$ cat src/rtl/truth_table_sweeper.sv
`default_nettype none
// ============================================================================
// Module      : truth_table_sweeper
// Description : Drives a/b/c through 000..111, samples y once per combination,
//               and compares the captured truth table against an expected one.
// Revision    : 1.0 - initial release
// ============================================================================
module truth_table_sweeper #(
    parameter int DWELL = 4
) (
    input  logic       clk,
    input  logic       rst_n,
    input  logic       start,
    input  logic [7:0] expected,
    input  logic       y,
    output logic       a,
    output logic       b,
    output logic       c,
    output logic       busy,
    output logic       done,
    output logic       pass,
    output logic [7:0] truth_table,
    output logic [7:0] mismatch
);

    localparam int              CW       = (DWELL > 1) ? $clog2(DWELL) : 1;
    localparam logic [CW-1:0]   CNT_LAST = CW'(DWELL - 1);

    localparam logic [1:0] S_IDLE  = 2'd0;
    localparam logic [1:0] S_DRIVE = 2'd1;
    localparam logic [1:0] S_DONE  = 2'd2;

    logic [1:0]    r_state;
    logic [2:0]    r_idx;
    logic [CW-1:0] r_cnt;
    logic [7:0]    r_expected;
    logic [7:0]    w_next_table;
    logic          w_accept;

    // Table including the sample taken this edge, so the final bit is part of the compare.
    always_comb begin
        w_next_table        = truth_table;
        w_next_table[r_idx] = y;
    end

    // The DONE exit edge also accepts a new start, giving back-to-back sweeps every 8*DWELL+1 cycles.
    assign w_accept = start && ((r_state == S_IDLE) || (r_state == S_DONE));

    assign busy = (r_state == S_DRIVE);
    assign done = (r_state == S_DONE);

    always_ff @(posedge clk or negedge rst_n) begin
        if (!rst_n) begin
            r_state     <= S_IDLE;
            r_idx       <= 3'd0;
            r_cnt       <= '0;
            r_expected  <= 8'h00;
            {a, b, c}   <= 3'b000;
            pass        <= 1'b0;
            truth_table <= 8'h00;
            mismatch    <= 8'h00;
        end else begin
            case (r_state)
                S_IDLE, S_DONE: begin
                    {a, b, c} <= 3'b000;
                    if (w_accept) begin
                        r_expected  <= expected;
                        truth_table <= 8'h00;
                        mismatch    <= 8'h00;
                        pass        <= 1'b0;
                        r_idx       <= 3'd0;
                        r_cnt       <= '0;
                        r_state     <= S_DRIVE;
                    end else begin
                        r_state     <= S_IDLE;
                    end
                end
                S_DRIVE: begin
                    if (r_cnt != CNT_LAST) begin
                        r_cnt <= r_cnt + 1'b1;
                    end else begin
                        truth_table <= w_next_table;
                        if (r_idx == 3'd7) begin
                            pass     <= (w_next_table == r_expected);
                            mismatch <= w_next_table ^ r_expected;
                            r_state  <= S_DONE;
                        end else begin
                            r_idx     <= r_idx + 3'd1;
                            {a, b, c} <= r_idx + 3'd1;
                            r_cnt     <= '0;
                        end
                    end
                end
                default: r_state <= S_IDLE;
            endcase
        end
    end

endmodule
`default_nettype wire

$ cat config.mk
export PLATFORM = sky130hd
export DESIGN_NAME = truth_table_sweeper
export DESIGN_NICKNAME = d
export VERILOG_FILES = /design/src/rtl/truth_table_sweeper.sv
export SDC_FILE = /design/constraint.sdc
export NUM_CORES = 1
export LEC_CHECK = 0
export BUFFER_PORTS_ARGS = -buffer_cell sky130_fd_sc_hd__buf_2
export CAP_MARGIN = 25
export CORE_MARGIN = 2
export CORE_UTILIZATION = 30
export CTS_CLUSTER_DIAMETER = 40
export DETAILED_ROUTE_END_ITERATION = 8
export GPL_ROUTABILITY_DRIVEN = 1
export GPL_TIMING_DRIVEN = 1
export PLACE_DENSITY = 0.45
export SYNTH_ARGS = -nofsm -noshare
export SYNTH_HDL_FRONTEND = slang
export SYNTH_SLANG_ARGS = --single-unit
$ cat constraint.sdc
create_clock -name clk -period 2.8 [get_ports clk]
set_input_delay 0 -clock clk [delete_from_list [all_inputs] [get_ports clk]]
set_output_delay 0 -clock clk [all_outputs]
set_load 0.01 [all_outputs]
==> flow_summary.json <==
{
  "tns_ns": 0,
  "powerDensity_nw_per_um2": 1060,
  "dieArea_um2": 6390,
  "synth-seq-cells": 35,
  "syn-num-nets": 162,
  "power.total_mw": 2.23,
  "io_buffers": 33,
  "start_util_pct": 31.2,
  "cap_violations": 0,
  "fin_cells": 261,
  "die_x_um": 79.9,
  "n_antenna_cell": 0,
  "ys_top_cells_by_area": "dfrtp_1, mux2i_1, a22o_1, mux2_2, o21ai_0",
  "drt-wirelength-per-cell_um": 15.2,
  "gp_congestion": 0.799,
  "cts.sinks": 35,
  "setup_viol_count_final": 0,
  "cts_made_buffers": 5,
  "syn_area_um2": 1730,
  "vias": 1278,
  "setup_ws_ns": 0.604,
  "fillCellCount": 577,
  "drive_gt1_share_pct": 28.6,
  "routed_wl_um": 3980,
  "slew_violations": 0,
  "post-route-min-period_ns": 2.20,
  "htreeDepth": 2,
  "hold_violations": 0,
  "critPathKind": "flop to flop",
  "p_leak_nw": 0.988,
  "ys_warn_count": 0,
  "cts_root_buffer": "clkbuf_8",
  "io_pins": 34,
  "synthArstFlopShare_pct": 100,
  "yosysSeqAreaShare_pct": 50.7,
  "dp_cells": 245,
  "hpwlAfterDp_um": 2810,
  "crit_path_start_kind": "flop",
  "critPathRequiredTime_ns": 2.99,
  "vias_per_cell": 4.90,
  "synthToLayoutAreaGrowth_pct": 22.0,
  "ir_drop_mv": 0.365,
  "ys.flop_type": "dfrtp_1",
  "yosysMostFrequentCell": "dfrtp_1",
  "route.detailed.drc": 0,
  "hold-worst-slack_ns": 0.0906,
  "fmax_ghz": 0.455,
  "path_max_fanout": 12,
  "grt_pass1_wl_um": 6660,
  "grt_usage_pct": 13.7,
  "die_h_um": 79.9,
  "synth_top_area_cell": "dfrtp_1",
  "coreArea_um2": 5540,
  "post_cts_buffers": 0,
  "synth_top_area_share_pct": 50.7,
  "status": "finished, final reports clean",
  "grt_max_degree": 36,
  "grt_setup_unrepaired": "false",
  "worstMarginPinSlew_ns": 0.783,
  "crit_arrival_ns": 2.38,
  "antenna_left": 0,
  "ys_types": 32,
  "synth-edff-count": 0,
  "hold_class": "primary input to flop",
  "drt_iter0_drc": 47,
  "slew_headroom_pct": 47.8,
  "clk_path_buf_depth": 2,
  "drt_pre_antenna_iters": 5,
  "cts_tree": "yes",
  "finalCritPeriodShare_pct": 78.4,
  "clk_pin_slew_ns": 0.07,
  "synthTopCellsByCount": "dfrtp_1, o21ai_0, a22o_1, mux2i_1, xnor2_1",
  "end_kind": "flop",
  "clkLatencyLatePin_ns": 0.28,
  "grt-ovfl-total": 0,
  "antenna_found_initial": 0,
  "dp_slack_ns": 0.597,
  "nets": 204,
  "rows": 27,
  "synth_area_per_cell_um2": 11.8,
  "final.setup_skew_ns": 0.00464,
  "grt_pass1_vias": 1361,
  "syn_inst": 147
}
[report_power, final]
part	switching (mW)	total (mW)	internal, mW	leakage, nW
logic	0.490	0.961	0.471	0.489
clock network	0.181	0.374	0.193	0.0470
registers	0.190	0.893	0.704	0.452
[layout by cell type, fill, tap and decap left out, types with 2 or more instances in the layout]
master,netlist,routed
a21oi_1,3,3
a22o_1,11,11
a22o_2,2,2
buf_2,0,33
clkbuf_8,0,6
clkinv_1,2,2
dfrtp_1,35,35
dlygate4sd3_1,0,9
ha_1,3,3
inv_1,3,3
mux2_2,8,8
mux2i_1,11,11
nand2_1,5,5
nand3_1,3,3
nand3b_1,4,4
nor2b_1,7,7
nor3b_1,2,2
o21ai_0,17,17
xnor2_1,9,9
[cells by family (layout without fill, tap and decap cells)]
kind of cell / count (synthesis) / in the layout / synth area share [%]
buffers and inverters: 13 / 55 / 4.56
multiplexers: 19 / 19 / 11.6
AO/OA/AOI/OAI: 38 / 38 / 15.2
adder cells (fa/ha/maj): 3 / 3 / 2.17
flip-flops: 35 / 35 / 50.7
XOR/XNOR: 9 / 9 / 4.56
AND/OR/NAND/NOR: 30 / 30 / 11.3
[repair_timing]
item	CTS	global route
resized for setup	0	0
endpoints found under the hold margin	43	0
hold buffers	9	0
[worst paths after layout]
| check | from | endpoint | slack [ns] | cells past startpoint |
|---|---|---|---|---|
| max | r_idx[0] | pass | 0.60 | 5 |
| min | start | r_idx[0] | 0.09 | 4 |
| max reg2reg | r_idx[0] | pass | 0.60 | 5 |
| min reg2reg | r_cnt[0] | r_cnt[0] | 0.49 | 1 |
| max in group asynchronous | rst_n | mismatch[3] | 1.97 | 2 |
| min in group asynchronous | rst_n | r_expected[2] | 0.33 | 2 |
[per-layer routing]
metal | share of wire (%) | GRT usage, % | wire, µm
met1 | 46 | 17.6 | 1830
met2 | 47 | 21.8 | 1870
met3 | 4.9 | 3.85 | 194
met4 | 1.9 | 5.42 | 76
met5 | 0 | 0 | 0
[layout make-up]
| type | count | area, µm² | share of cell area (%) |
|---|---|---|---|
| Tap cell | 72 | 90.1 | 4.27 |
| Clock inverter | 1 | 5.00 | 0.237 |
| Timing Repair Buffer | 43 | 263 | 12.5 |
| Inverter | 5 | 18.8 | 0.890 |
| Clock buffer | 6 | 82.6 | 3.91 |
| Multi-Input combinational cell | 99 | 774 | 36.7 |
| Sequential cell | 35 | 876 | 41.5 |
[registers in the layout (all words and copies together) (netlist names)]
register,count
r_cnt,2
r_expected,8
pass,1
b,1
a,1
r_state,2
r_idx,3
mismatch,8
truth_table,8
c,1
[stage by stage]
step	utilization [%]	area (µm²)
after global placement	34.9	1930
after floorplan	-	1730
after detailed placement	34.9	1930
final	38.1	2110
after CTS	38.1	2110
after global routing	38.1	2110
[worst max-delay path, stage by stage (launching register included)]
cell and delay, ns:
dfrtp_1 0.60, nor3b_1 0.41, mux2i_1 0.28, xnor2_1 0.10, or4_1 0.52, o41ai_2 0.20
No activity file was read; power rests on OpenSTA's default activity.
